$ cat src/rtl/spdif_cs_pkg.sv
// Shared constants and types for the S/PDIF / AES3 channel status sequencer.
package spdif_cs_pkg;

    localparam int unsigned CS_BITS       = 192;
    localparam int unsigned CS_BYTES      = 24;
    localparam int unsigned IDX_W         = 8;
    localparam int unsigned LAST_IDX      = CS_BITS - 1;

    localparam logic [7:0]  CRC_POLY      = 8'h1D;
    localparam logic [7:0]  CRC_INIT      = 8'hFF;
    localparam int unsigned CRC_START_BIT = 184;

    localparam int unsigned CHNUM_LSB     = 20;
    localparam int unsigned CHNUM_MSB     = 23;
    localparam int unsigned PRO_BIT       = 0;

    typedef logic [IDX_W-1:0]   frame_idx_t;
    typedef logic [CS_BITS-1:0] cs_word_t;

    // Host byte-write payload into the shadow buffer
    typedef struct packed {
        logic [2:0] channel;
        logic [4:0] byte_idx;
        logic [7:0] data;
    } cs_wr_t;

endpackage

$ cat src/rtl/spdif_cs_crc8.sv
// Bit-serial CRC-8 (x^8+x^4+x^3+x^2+1) with block init, per-frame enable and freeze.
module spdif_cs_crc8
    import spdif_cs_pkg::*;
(
    input  logic       clk,
    input  logic       rst_n,
    input  logic       init,
    input  logic       advance,
    input  logic       freeze,
    input  logic       din,
    output logic [7:0] crc_next_c
);

    logic [7:0] crc_q;
    logic       fb;

    // Init wins over advance; frozen while the CRCC byte is being emitted
    always_comb begin
        fb         = crc_q[7] ^ din;
        crc_next_c = crc_q;
        if (init) begin
            crc_next_c = CRC_INIT;
        end else if (advance && !freeze) begin
            crc_next_c = {crc_q[6:0], 1'b0} ^ (fb ? CRC_POLY : 8'h00);
        end
    end

    always_ff @(posedge clk or negedge rst_n) begin
        if (!rst_n) begin
            crc_q <= CRC_INIT;
        end else begin
            crc_q <= crc_next_c;
        end
    end

endmodule

$ cat src/rtl/spdif_channel_status_sequencer.sv
// Double-buffered channel status source: one C bit per channel per frame, block-atomic
// host updates, optional channel-number insertion and AES3 professional CRCC.
module spdif_channel_status_sequencer
    import spdif_cs_pkg::*;
#(
    parameter int unsigned NUM_CHANNELS     = 2,
    parameter int unsigned AUTO_CHANNEL_NUM = 1,
    parameter int unsigned CRC_EN           = 1
) (
    input  logic                    clock,
    input  logic                    resetN,
    input  logic                    frameAdvance,
    input  logic                    restart,
    input  logic                    wrEn,
    input  logic [2:0]              wrChannel,
    input  logic [4:0]              wrByte,
    input  logic [7:0]              wrData,
    input  logic                    commit,
    output logic [NUM_CHANNELS-1:0] cBits,
    output logic                    blockStart,
    output logic [7:0]              frameIndex,
    output logic                    commitPending
);

    localparam frame_idx_t LAST_IDX_V = frame_idx_t'(LAST_IDX);

    cs_wr_t                       wr;
    frame_idx_t                   idx_d;
    logic                         boundary;
    logic                         swap;
    logic                         wr_ok;
    logic                         pending_d;
    logic                         crc_advance;
    logic                         crc_freeze;
    cs_word_t                     shadow_q [NUM_CHANNELS];
    cs_word_t                     shadow_d [NUM_CHANNELS];
    cs_word_t                     active_q [NUM_CHANNELS];
    cs_word_t                     active_d [NUM_CHANNELS];
    logic [NUM_CHANNELS-1:0][7:0] crc_d;
    logic [NUM_CHANNELS-1:0]      cbits_d;

    // Emitted bit: channel number overrides storage, CRCC overrides byte 23 in pro mode
    function automatic logic cs_bit(input int ch, input frame_idx_t idx,
                                    input cs_word_t word, input logic [7:0] crc);
        logic [3:0]  chnum;
        int unsigned pos;
        chnum = 4'(ch + 1);
        pos   = 32'(idx);
        if (AUTO_CHANNEL_NUM != 0 && pos >= CHNUM_LSB && pos <= CHNUM_MSB) begin
            return chnum[2'(pos - CHNUM_LSB)];
        end
        if (CRC_EN != 0 && word[PRO_BIT] && pos >= CRC_START_BIT) begin
            return crc[3'(LAST_IDX - pos)];
        end
        return word[idx];
    endfunction

    assign wr = {wrChannel, wrByte, wrData};

    always_comb begin
        wr_ok       = wrEn && (32'(wr.channel) < NUM_CHANNELS) && (32'(wr.byte_idx) < CS_BYTES);
        boundary    = restart || (frameAdvance && frameIndex == LAST_IDX_V);
        swap        = boundary && (commitPending || commit);
        pending_d   = !boundary && (commitPending || commit);
        crc_advance = frameAdvance && !restart;
        crc_freeze  = 32'(frameIndex) >= CRC_START_BIT;
        idx_d       = frameIndex;
        if (restart) begin
            idx_d = '0;
        end else if (frameAdvance) begin
            idx_d = (frameIndex == LAST_IDX_V) ? '0 : frameIndex + frame_idx_t'(1);
        end
    end

    // Next shadow includes this cycle's write so a same-cycle swap picks it up
    always_comb begin
        for (int ch = 0; ch < NUM_CHANNELS; ch++) begin
            shadow_d[ch] = shadow_q[ch];
            if (wr_ok && wr.channel == 3'(ch)) begin
                shadow_d[ch][{wr.byte_idx, 3'b000} +: 8] = wr.data;
            end
            active_d[ch] = swap ? shadow_d[ch] : active_q[ch];
            cbits_d[ch]  = cs_bit(ch, idx_d, active_d[ch], crc_d[ch]);
        end
    end

    for (genvar g = 0; g < NUM_CHANNELS; g++) begin : g_ch
        if (CRC_EN != 0) begin : g_crc
            spdif_cs_crc8 u_crc (
                .clk        (clock),
                .rst_n      (resetN),
                .init       (boundary),
                .advance    (crc_advance),
                .freeze     (crc_freeze),
                .din        (cBits[g]),
                .crc_next_c (crc_d[g])
            );
        end else begin : g_nocrc
            assign crc_d[g] = CRC_INIT;
        end
    end

    always_ff @(posedge clock or negedge resetN) begin
        if (!resetN) begin
            frameIndex    <= '0;
            blockStart    <= 1'b1;
            commitPending <= 1'b0;
            cBits         <= '0;
            for (int ch = 0; ch < NUM_CHANNELS; ch++) begin
                shadow_q[ch] <= '0;
                active_q[ch] <= '0;
            end
        end else begin
            frameIndex    <= idx_d;
            blockStart    <= (idx_d == '0);
            commitPending <= pending_d;
            cBits         <= cbits_d;
            for (int ch = 0; ch < NUM_CHANNELS; ch++) begin
                shadow_q[ch] <= shadow_d[ch];
                active_q[ch] <= active_d[ch];
            end
        end
    end

endmodule

$ cat config.mk
export PLATFORM = sky130hd
export DESIGN_NAME = spdif_channel_status_sequencer
export DESIGN_NICKNAME = d
export VERILOG_FILES = /design/src/rtl/spdif_cs_pkg.sv /design/src/rtl/spdif_cs_crc8.sv /design/src/rtl/spdif_channel_status_sequencer.sv
export SDC_FILE = /design/constraint.sdc
export NUM_CORES = 1
export LEC_CHECK = 0
export CORE_MARGIN = 1.5
export CORE_UTILIZATION = 35
export DETAILED_ROUTE_END_ITERATION = 8
export GPL_TIMING_DRIVEN = 0
export PLACE_DENSITY = 0.46
export SYNTH_ARGS = -nofsm -noshare
export SYNTH_HDL_FRONTEND = slang
export SYNTH_SLANG_ARGS = --single-unit
$ cat constraint.sdc
create_clock -name clock -period 7.5 [get_ports clock]
set_input_delay 1.125 -clock clock [delete_from_list [all_inputs] [get_ports clock]]
set_output_delay 1.125 -clock clock [all_outputs]
set_load 0.01 [all_outputs]
==> metrics.txt <==
EDFF count, synth=0; ys async rst share=100%; synthesized area=35,200 µm²; WS Path Type=in -> reg; I/O Pins=34; Post-Route WL=165,000 µm; slowest stage cell, crit path=buf_1; design area=40,700 µm²; register share of total power=42.6%; dpl cells=4,692; CTS tree=built; DR pass1 iterations=9; Vias=28,200; status=finished with violations; Initial Utilization=35.2%; vias in the first global route=27,400; max-cap viol count=8; post-CTS resize count=0; num rows=116; Leak=19.3 nW; global-route wire length before repair=227,000 µm; reg-to-reg endpoint=cBits[1]$_DFF_PN0_; multiplexer share of the synthesized area=12.7%; RSZ-0062 raised after global routing=false; post-DP HPWL=116,000 µm; CP max stage delay=1130 ps; synthesis-to-layout area growth=15.7%; worst-path cell chain=clkdlybuf4s50_1 > buf_4 > xor2_1 > o211ai_4 > inv_2 > buf_6 > buf_2 > buf_2 > buf_1 > o211ai_1 > nand3_1 > nor3_1 > nor3_1 > o2111ai_1 > a31o_1; layout cells sized above 1=18.4%; placed inst area=37,400 µm²; most common cell after layout, fill and taps aside=dfrtp_1; Tot GR Track Use=32.2%; minimum clock period after layout=6910 ps; Buf+Inv Stages, Crit Path=7; H-tree depth=3; internal reg-to-reg setup slack=1120 ps; Final Hold Violating Endpoints=0; post-synthesis xor/xnor area fraction=0.448%; I/O Buffers=29; cts bufs inserted=94; startpoint types=input port; drt initial violations=3,400; CTS sink count=796; most frequent cells in the layout=779 x dfrtp_1, 682 x nand2_1, 320 x mux2_2, 281 x nor2_1, 242 x o21ai_0; Final Max Slew Viols=70; die area=102,000 µm²; worst skew pair latency=700 ps; skew final=36.1 ps; final setup vio count=0; nets@finish=3,518; switching pwr=2.96 mW; Hold Path Class=in -> async; Post-synth top flop=dfrtp_1; maximum clock insertion buffer count=3; pre-CTS setup slack=185 ps; die height=320 µm; Syn Inst Count=3,350; FMAX=145 MHz; crit end category=flip-flop; total congestion overflow=0; switching fraction of total power=28.1%; wire length per cell=33.8 µm; Distinct cells, synth=104; RD Place Congestion=1.02; main combinational cell family by area after synthesis=simple AND/OR/NAND/NOR gates; Worst Max-Slew Pin Slew=1610 ps; Peak VDD IR=0.165 mV; flops & latches, synth=796; hold_buf cts=0; core footprint=99,900 µm²; pwr/cell area=259 nW/µm²; post-route setup slack=586 ps; fin cells=4,871; Compound-Gate Fraction of Synth Area=11.6%; largest net degree at the start of global routing=114; crit-path leading delay family=buffers and inverters; Reg clk slew, reported paths=60 ps; setup_tns=0 ps; CP required=8040 ps; Slew HR=-7.39%; combinational group share of total power=11.5%; via/cell ratio=5.78; worst r2r src=frameIndex[0]$_DFF_PN0_; crit-path max FO=11; Detail Route Antenna Nets=0; Worst EP arrival=7450 ps; Root Buffer=clkbuf_16; P_int=7.56 mW; Post-Synth Simple-Gate Area=15.1%; adder-cell area share of the yosys netlist=0.214%; fin util=40.7%; R2R depth=11; postcts setup bufs=0; Clock power frac=45.9%; warnings from Yosys=0; Mapped Nets=3,378; die width=320 µm; Tcrit/Tclk final=92.2%; failing checks=capacitance limit, slew limit; sequential-to-total area share from yosys stat=56.7%; initial antenna violation count=9; # DRC=0; Syn Area/Cell=10.5 µm²
-- routing by layer --
layer | GRT usage, % | wire, µm | vias up
met2 | 45.7 | 68100 | 1460
li1 | - | - | 11900
met1 | 44.2 | 69800 | 14400
met3 | 8.40 | 15900 | 419
met4 | 18.6 | 11000 | 12
met5 | 0 | 72 | -
-- power groups by stage --
stage	clock, mW	sequential, mW	combinational (mW)
3_5_place_dp	0	4.56	1.16
4_1_cts	4.89	4.48	1.17
3_3_place_gp	0	4.58	1.14
6_report	4.83	4.48	1.21
2_1_floorplan	0	4.54	0.516
5_1_grt	5.05	4.49	1.24
-- cell families (layout without fill, tap and decap cells) --
logic type,after synthesis,after routing
multiplexers,399,399
other,0,6
buffers and inverters,263,480
XOR/XNOR,18,18
adder cells (fa/ha/maj),6,6
AND/OR/NAND/NOR,1217,1217
flip-flops,796,796
AO/OA/AOI/OAI,651,651
-- cell usage after synthesis (8+ instances only) --
cell type | number | area [µm²]
a21o_1 | 9 | 67.6
nor2_1 | 287 | 1080
a221oi_1 | 12 | 105
a22oi_1 | 9 | 67.6
inv_1 | 55 | 206
buf_1 | 18 | 67.6
dfrtp_1 | 779 | 19500
a21oi_1 | 133 | 666
buf_4 | 11 | 82.6
a211oi_1 | 16 | 120
o21ai_1 | 24 | 120
nand3_1 | 60 | 300
a31oi_1 | 24 | 150
o221ai_1 | 14 | 123
or3_1 | 12 | 75.1
o211ai_1 | 18 | 135
nand2_1 | 682 | 2560
xnor2_1 | 11 | 96.3
o21a_1 | 9 | 67.6
mux2_2 | 320 | 3600
nand4_1 | 12 | 75.1
o22ai_1 | 22 | 138
o31ai_1 | 32 | 240
nor3_1 | 37 | 185
and2_1 | 16 | 100
buf_2 | 56 | 280
nand2b_1 | 9 | 56.3
o21ai_0 | 242 | 1210
nor4_1 | 8 | 50.1
mux2i_1 | 68 | 681
and3_1 | 27 | 169
dfstp_2 | 17 | 447
clkbuf_1 | 112 | 420
-- worst max-delay path by stage --
stage / start / end / cells past startpoint
global route: frameAdvance / cBits[0]$_DFF_PN0_ / 16
finish: frameAdvance / cBits[0]$_DFF_PN0_ / 15
floorplan: wrByte[0] / cBits[1]$_DFF_PN0_ / 17
detailed placement: frameAdvance / cBits[0]$_DFF_PN0_ / 15
CTS: frameAdvance / cBits[0]$_DFF_PN0_ / 15
global placement: resetN / shadow_q[197]$_DFF_PN0_ / 1
-- registers in the layout, indices dropped and copies added (netlist names) --
signal                  cells
commitPending               1
g_ch.g_crc.u_crc.crc_q     16
blockStart                  1
shadow_q                  384
cBits                       2
frameIndex                  8
active_q                  384
-- metrics by stage --
| step | hold slack [ps] | power (mW) |
|---|---|---|
| after CTS | 466 | 10.5 |
| final | 458 | 10.5 |
| after global placement | 447 | 5.72 |
| after global routing | 490 | 10.8 |
| after floorplan | 432 | 5.06 |
| after detailed placement | 452 | 5.72 |
-- area by class of cell --
cell class                      count  area (µm²)
Timing Repair Buffer               44         623
Tap cell                         1298        1620
Clock buffer                      135        2710
Fill cell                        9919       59200
Sequential cell                   796       19900
Clock inverter                     38         512
Inverter                           61         230
Buffer                            202         906
Multi-Input combinational cell   2291       14100
Antenna cell                        6        15.0
Note: power is estimated with default switching activity, not from simulation.
